### config.mk
export PLATFORM = sky130hd
export DESIGN_NAME = chacha_block_sequencer
export DESIGN_NICKNAME = d
export VERILOG_FILES = /design/src/rtl/chacha_block_sequencer.sv
export SDC_FILE = /design/constraint.sdc
export NUM_CORES = 1
export LEC_CHECK = 0
export BUFFER_PORTS_ARGS = -buffer_cell sky130_fd_sc_hd__buf_2
export CORE_AREA = 2 2 702 704
export CTS_CLUSTER_DIAMETER = 80
export CTS_CLUSTER_SIZE = 25
export DETAILED_ROUTE_END_ITERATION = 8
export DIE_AREA = 0 0 704 706
export PLACE_DENSITY = 0.32
export SYNTH_ARGS = -nofsm -noshare
export SYNTH_HDL_FRONTEND = slang
export SYNTH_SLANG_ARGS = --single-unit
### constraint.sdc
create_clock -name clk -period 2.1 [get_ports clk]
set_clock_uncertainty 0.15 [all_clocks]
set_input_delay 0.42 -clock clk [delete_from_list [all_inputs] [get_ports clk]]
set_output_delay 0.42 -clock clk [all_outputs]
set_load 0.005 [all_outputs]
### src/rtl/chacha_block_sequencer.sv
// ChaCha20 block-function sequencer: one AEAD request in, one start per keystream block out.
// Optional POLY_KEYGEN_EN: a counter-0 one-time-key block runs ahead of the keystream.
module chacha_block_sequencer #(
  parameter int unsigned NB_W        = 16,
  parameter int unsigned TIMEOUT_CYC = 64
) (
  input  logic            clk,
  input  logic            rst_n,
  input  logic            req_valid,
  output logic            req_ready,
  input  logic [255:0]    req_key,
  input  logic [95:0]     req_nonce,
  input  logic [31:0]     req_ctr,
  input  logic [NB_W-1:0] req_nblocks,
  output logic            bf_start,
  output logic [255:0]    bf_key,
  output logic [95:0]     bf_nonce,
  output logic [31:0]     bf_ctr,
  input  logic            bf_done,
  input  logic [511:0]    bf_block,
  output logic            ks_valid,
  input  logic            ks_ready,
  output logic [511:0]    ks_data,
  output logic            ks_last,
`ifdef POLY_KEYGEN_EN
  output logic            otk_valid,
  output logic [255:0]    otk_key,
`endif
  output logic            busy,
  output logic            err_wrap,
  output logic            err_timeout
);

  localparam int unsigned TW = $clog2(TIMEOUT_CYC + 1);

  typedef enum logic [2:0] {StIdle, StLoad, StStart, StWait, StHold} state_e;

  state_e          state_q, state_d;
  logic            init_q;
  logic [255:0]    key_q;
  logic [95:0]     nonce_q;
  logic [31:0]     ctr_q, ctr_d;
  logic [NB_W-1:0] rem_q, rem_d;
  logic [TW-1:0]   timer_q, timer_d;
  logic            ks_valid_q, ks_valid_d;
  logic [511:0]    ks_data_q;
  logic            bf_start_q;
  logic            err_wrap_q, err_wrap_d;
  logic            err_timeout_q, err_timeout_d;
  logic            accept, wrap, ks_capture, otk_phase;
  logic [32:0]     last_ctr;

  assign accept   = req_valid && req_ready;
  // Last counter the request would use, computed one bit wider to catch the wrap.
  assign last_ctr = {1'b0, req_ctr} + 33'(req_nblocks) - 33'd1;
  assign wrap     = (req_nblocks != '0) && (last_ctr > 33'h0_FFFF_FFFF);

  always_comb begin
    state_d       = state_q;
    ctr_d         = ctr_q;
    rem_d         = rem_q;
    timer_d       = timer_q;
    ks_valid_d    = ks_valid_q;
    err_wrap_d    = err_wrap_q;
    err_timeout_d = err_timeout_q;
    ks_capture    = 1'b0;
    unique case (state_q)
      StIdle: begin
        if (accept) begin
          err_wrap_d    = wrap;
          err_timeout_d = 1'b0;
          ctr_d         = req_ctr;
          rem_d         = req_nblocks;
          if (!wrap && (req_nblocks != '0)) state_d = StLoad;
        end
      end
      StLoad: state_d = StStart;
      StStart: begin
        state_d = StWait;
        timer_d = '0;
      end
      StWait: begin
        if (bf_done) begin
          if (otk_phase) begin
            state_d = StStart;
          end else begin
            ks_capture = 1'b1;
            ks_valid_d = 1'b1;
            state_d    = StHold;
          end
        end else if (timer_q == TW'(TIMEOUT_CYC - 1)) begin
          err_timeout_d = 1'b1;
          state_d       = StIdle;
        end else begin
          timer_d = timer_q + TW'(1);
        end
      end
      StHold: begin
        if (ks_ready) begin
          ks_valid_d = 1'b0;
          if (rem_q > NB_W'(1)) begin
            ctr_d   = ctr_q + 32'd1;
            rem_d   = rem_q - NB_W'(1);
            state_d = StStart;
          end else begin
            state_d = StIdle;
          end
        end
      end
      default: state_d = StIdle;
    endcase
  end

  always_ff @(posedge clk or negedge rst_n) begin
    if (!rst_n) begin
      state_q       <= StIdle;
      init_q        <= 1'b0;
      key_q         <= '0;
      nonce_q       <= '0;
      ctr_q         <= '0;
      rem_q         <= '0;
      timer_q       <= '0;
      ks_valid_q    <= 1'b0;
      ks_data_q     <= '0;
      bf_start_q    <= 1'b0;
      err_wrap_q    <= 1'b0;
      err_timeout_q <= 1'b0;
    end else begin
      state_q       <= state_d;
      init_q        <= 1'b1;
      ctr_q         <= ctr_d;
      rem_q         <= rem_d;
      timer_q       <= timer_d;
      ks_valid_q    <= ks_valid_d;
      err_wrap_q    <= err_wrap_d;
      err_timeout_q <= err_timeout_d;
      // Registered so the start pulse comes straight from a flop.
      bf_start_q    <= (state_d == StStart);
      if (accept) begin
        key_q   <= req_key;
        nonce_q <= req_nonce;
      end
      if (ks_capture) ks_data_q <= bf_block;
    end
  end

`ifdef POLY_KEYGEN_EN
  logic         otk_q, otk_valid_q;
  logic [255:0] otk_key_q;

  always_ff @(posedge clk or negedge rst_n) begin
    if (!rst_n) begin
      otk_q       <= 1'b0;
      otk_valid_q <= 1'b0;
      otk_key_q   <= '0;
    end else begin
      otk_valid_q <= 1'b0;
      if (accept) begin
        otk_q <= !wrap && (req_nblocks != '0);
      end else if ((state_q == StWait) && bf_done && otk_q) begin
        otk_q       <= 1'b0;
        otk_valid_q <= 1'b1;
        otk_key_q   <= bf_block[255:0];
      end
    end
  end

  assign otk_phase = otk_q;
  assign otk_valid = otk_valid_q;
  assign otk_key   = otk_key_q;
`else
  assign otk_phase = 1'b0;
`endif

  assign req_ready   = init_q && (state_q == StIdle);
  assign busy        = (state_q != StIdle);
  assign bf_start    = bf_start_q;
  assign bf_key      = key_q;
  assign bf_nonce    = nonce_q;
  assign bf_ctr      = otk_phase ? 32'd0 : ctr_q;
  assign ks_valid    = ks_valid_q;
  assign ks_data     = ks_data_q;
  assign ks_last     = ks_valid_q && (rem_q == NB_W'(1));
  assign err_wrap    = err_wrap_q;
  assign err_timeout = err_timeout_q;

endmodule

==> impl_metrics.env <==
export IMPL_crit_arrival_ps=2420
export IMPL_path_cells="or3_4 > nor4_4 > buf_4 > and4_4 > buf_6"
export IMPL_grt_total_usage_pct=15.2
export IMPL_post_place_setup_slack_ps=-1010
export IMPL_critical_path_required_time_ps=1530
export IMPL_layout_setup_ws_ps=-885
export IMPL_numCtsBuffers=115
export IMPL_cts_tree="yes"
export IMPL_final_max_slew_viol_count=0
export IMPL_finish_cell_count_without_fillers=13100
export IMPL_worst_hold_path_num_cells=4
export IMPL_routed_via_density=3.00
export IMPL_place_gp_congestion=0.984
export IMPL_placeableCoreArea_um2=489000
export IMPL_synth_top_flop_cell="sky130_fd_sc_hd__dfrtp_1"
export IMPL_drt_pass1_iter_count=8
export IMPL_grt_start_max_net_pins=73
export IMPL_drive_above_1_share_pct=50.2
export IMPL_fin_area_um2=78500
export IMPL_critical_path_buf_inv_count=2
export IMPL_cp_end_kind="output pin"
export IMPL_synth_yosys_warnings=0
export IMPL_period_share_pct=142
export IMPL_routed_wirelength_mm=391
export IMPL_synth_async_reset_ratio_pct=100
export IMPL_violated_checks="setup timing"
export IMPL_die_h_um=706
export IMPL_outcome="finished with violations"
export IMPL_max_slew_margin_rel_pct=53.8
export IMPL_drtAntennaViolNets=0
export IMPL_ys_ff_latch=927
export IMPL_worstSkewPairLatency_ps=850
export IMPL_drtIter0Drc=2080
export IMPL_dp_hpwl_mm=336
export IMPL_worstSetupStartpointType="flip-flop"
export IMPL_wl_met3_mm=31.6
export IMPL_globalRouteOverflowTotal=0
export IMPL_critical_path_slowest_cell="sky130_fd_sc_hd__or3_4"
export IMPL_synth_nets=4161
export IMPL_worst_r2r_setup_slack_ps=-410
export IMPL_hold_ws_ps=118
export IMPL_start_util_pct=7.54
export IMPL_clkTransAtPathRegs_ps=80
export IMPL_worstSetupPathType="reg2out"
export IMPL_tightestPinTransition_ps=693
export IMPL_detail_route_wl_per_cell_um=29.7
export IMPL_seq_area_frac_synth_pct=62.9
export IMPL_dieWidth_um=704
export IMPL_ctsRootBufferMaster="sky130_fd_sc_hd__clkbuf_16"
export IMPL_irDropWorstVdd_uv=751
export IMPL_cts_buffer_depth=4
export IMPL_worst_hold_path_endpoint="bf_nonce[61]$_DFFE_PN0P_"
export IMPL_syn_avg_cell_area_um2=11.6
export IMPL_crit_fanout=3
export IMPL_hp_class="in2reg"
export IMPL_final_setup_viol_count=318
export IMPL_routed_via_count=39400
export IMPL_dpl_cell_count=11700
export IMPL_post_synth_inst_count=3193
export IMPL_via_count_of_the_first_global_routing_pass=42500
export IMPL_hold_viol_final=0
export IMPL_area_growth_pct=113
export IMPL_worst_path_largest_cell_delay_ps=420
export IMPL_cts_htree_levels=3
export IMPL_tns_ps=-27790
export IMPL_mapped_area_um2=36900
export IMPL_power_leakage_nw=36.3
export IMPL_finish_utilization_pct=16.0
export IMPL_synth_enable_flop_cells=0
export IMPL_totalPowerFinal_mw=111
export IMPL_ioPinCount=1820
export IMPL_placement_rows=257
export IMPL_rr_startpoint="rem_q[13]$_DFFE_PN0P_"
export IMPL_floorplan_die_area_um2=497000
export IMPL_ff2ff_path_depth=10
export IMPL_worstReg2RegEnd="bf_ctr[31]$_DFFE_PN0P_"
export IMPL_nNetsFinal=7458
export IMPL_grt_antenna_before_repair=189
export IMPL_post_dp_cell_area_um2=57000
export IMPL_detailroute_wirelength_met2_mm=185
export IMPL_power_density_nw_per_um2=1410
export IMPL_tritoncts_num_sinks=927
export IMPL_grt_setup_unrepaired="yes"
export IMPL_path_delay_family="simple AND/OR/NAND/NOR gates"
export IMPL_min_period_ps=2990
export IMPL_synthDistinctLibCells=61
export IMPL_highest_layer="met5"
export IMPL_io_buffers=1819
export IMPL_grt_pass1_wl_mm=490
export IMPL_cap_viol_max_count=0
export IMPL_hold_path_start="req_nonce[61]"
export IMPL_remaining_drc_errors=0
export IMPL_clock_fmax_mhz=335
export IMPL_routed_length_on_met1_mm=161
-- where the power goes --
part           total [mW]  internal (mW)  switching [mW]
Combinational        53.7           26.7            27.0
Clock                23.0           12.1            11.0
Sequential           34.3           26.7            7.60
-- cell families after synthesis --
kind of cell	synth area share (%)
other	0.0102
and+or+nand+nor	13.5
DFF	62.9
adders and majority gates	1.73
AOI/OAI and AO/OA	3.13
xor gates and xnor gates	0.0475
muxes	15.7
buffers and inverters	2.95
-- metal layers --
layer	up-vias	track usage [%]
met4	80	4.08
li1	17300	-
met1	20100	18.2
met5	-	0
met3	439	5.28
met2	1574	25.5
-- area by class of cell --
type                       count  area [µm²]
timing repair buffer        3342       29100
tap                         6475        8100
inverter                      90         363
multi-input combinational   2014       13200
fill                       54900      411000
sequential                   927       23300
clock buffer                 122        2920
antenna                       78         195
clock inverter                88        1310
-- state kept, by name, indices dropped and copies added (netlist names) --
register     count
bf_start         1
bf_ctr          32
bf_nonce        96
init_q           1
bf_key         256
ks_data        512
state_q          3
ks_valid         1
rem_q           16
err_wrap         1
timer_q          7
err_timeout      1
-- synthesized netlist by cell type (3+ instances only) --
| cell type | number | area (µm²) |
|---|---|---|
| sky130_fd_sc_hd__o21a_1 | 3 | 22.5 |
| sky130_fd_sc_hd__and4_1 | 5 | 43.8 |
| sky130_fd_sc_hd__and2_1 | 3 | 18.8 |
| sky130_fd_sc_hd__buf_2 | 85 | 425 |
| sky130_fd_sc_hd__ha_1 | 51 | 638 |
| sky130_fd_sc_hd__buf_6 | 4 | 45.0 |
| sky130_fd_sc_hd__nor2_1 | 54 | 203 |
| sky130_fd_sc_hd__or3_1 | 10 | 62.6 |
| sky130_fd_sc_hd__a21o_1 | 8 | 60.1 |
| sky130_fd_sc_hd__o22ai_1 | 16 | 100 |
| sky130_fd_sc_hd__nand3_1 | 22 | 110 |
| sky130_fd_sc_hd__and3_1 | 5 | 31.3 |
| sky130_fd_sc_hd__o22a_1 | 8 | 70.1 |
| sky130_fd_sc_hd__nand4_1 | 8 | 50.1 |
| sky130_fd_sc_hd__o21ai_0 | 42 | 210 |
| sky130_fd_sc_hd__dfrtp_1 | 927 | 23200 |
| sky130_fd_sc_hd__nor3_1 | 14 | 70.1 |
| sky130_fd_sc_hd__or3b_2 | 3 | 26.3 |
| sky130_fd_sc_hd__nand2_1 | 1108 | 4160 |
| sky130_fd_sc_hd__nor4_1 | 9 | 56.3 |
| sky130_fd_sc_hd__a22oi_1 | 5 | 37.5 |
| sky130_fd_sc_hd__mux2_2 | 513 | 5780 |
| sky130_fd_sc_hd__a31oi_1 | 8 | 50.1 |
| sky130_fd_sc_hd__a2bb2oi_1 | 3 | 26.3 |
| sky130_fd_sc_hd__inv_1 | 90 | 338 |
| sky130_fd_sc_hd__clkbuf_1 | 70 | 263 |
| sky130_fd_sc_hd__or2_2 | 3 | 18.8 |
| sky130_fd_sc_hd__a21oi_1 | 69 | 345 |
| sky130_fd_sc_hd__o31ai_1 | 4 | 30.0 |
-- worst max-delay path by stage --
stage / start / to / slack, ps / cells after the start
after CTS: rem_q[6]$_DFFE_PN0P_ / ks_last / -1030 / 5
final: rem_q[13]$_DFFE_PN0P_ / ks_last / -890 / 5
after floorplan: req_ctr[5] / err_wrap$_DFFE_PN0P_ / -70 / 10
after detailed placement: req_nblocks[15] / state_q[0]$_DFF_PN0_ / -1010 / 11
after global routing: rem_q[6]$_DFFE_PN0P_ / ks_last / -1020 / 5
after global placement: req_nblocks[15] / state_q[0]$_DFF_PN0_ / -990 / 11
-- cells in the final DEF (no fill, tap or decap), types with 78 or more instances in the layout --
master	netlist	final
sky130_fd_sc_hd__mux2_2	513	504
sky130_fd_sc_hd__dfrtp_1	927	856
sky130_fd_sc_hd__buf_12	0	97
sky130_fd_sc_hd__buf_6	4	647
sky130_fd_sc_hd__nand2_1	1108	1101
sky130_fd_sc_hd__buf_4	2	384
sky130_fd_sc_hd__buf_2	85	1195
sky130_fd_sc_hd__clkbuf_16	0	129
sky130_fd_sc_hd__dlygate4sd3_1	0	946
sky130_fd_sc_hd__diode_2	0	78
-- worst register-to-register path: stages, from the launching register on --
cell and delay [ps]:
sky130_fd_sc_hd__dfrtp_1 390, sky130_fd_sc_hd__or3_4 420, sky130_fd_sc_hd__nor4_4 220, sky130_fd_sc_hd__buf_4 180, sky130_fd_sc_hd__buf_4 130, sky130_fd_sc_hd__buf_4 110
sky130_fd_sc_hd__a21o_1 170, sky130_fd_sc_hd__nand2_4 120, sky130_fd_sc_hd__buf_12 190, sky130_fd_sc_hd__o21a_1 150, sky130_fd_sc_hd__o22a_1 170
-- repair_timing --
item,4_1_cts,5_1_grt
gates resized for setup,1398,103
pin swaps,15,18
endpoints found under the hold margin,1848,0
hold buffers,946,0
setup buffers,205,29
cloned,24,17
setup endpoints to repair,1210,1140
Note: power is estimated with default switching activity, not from simulation.
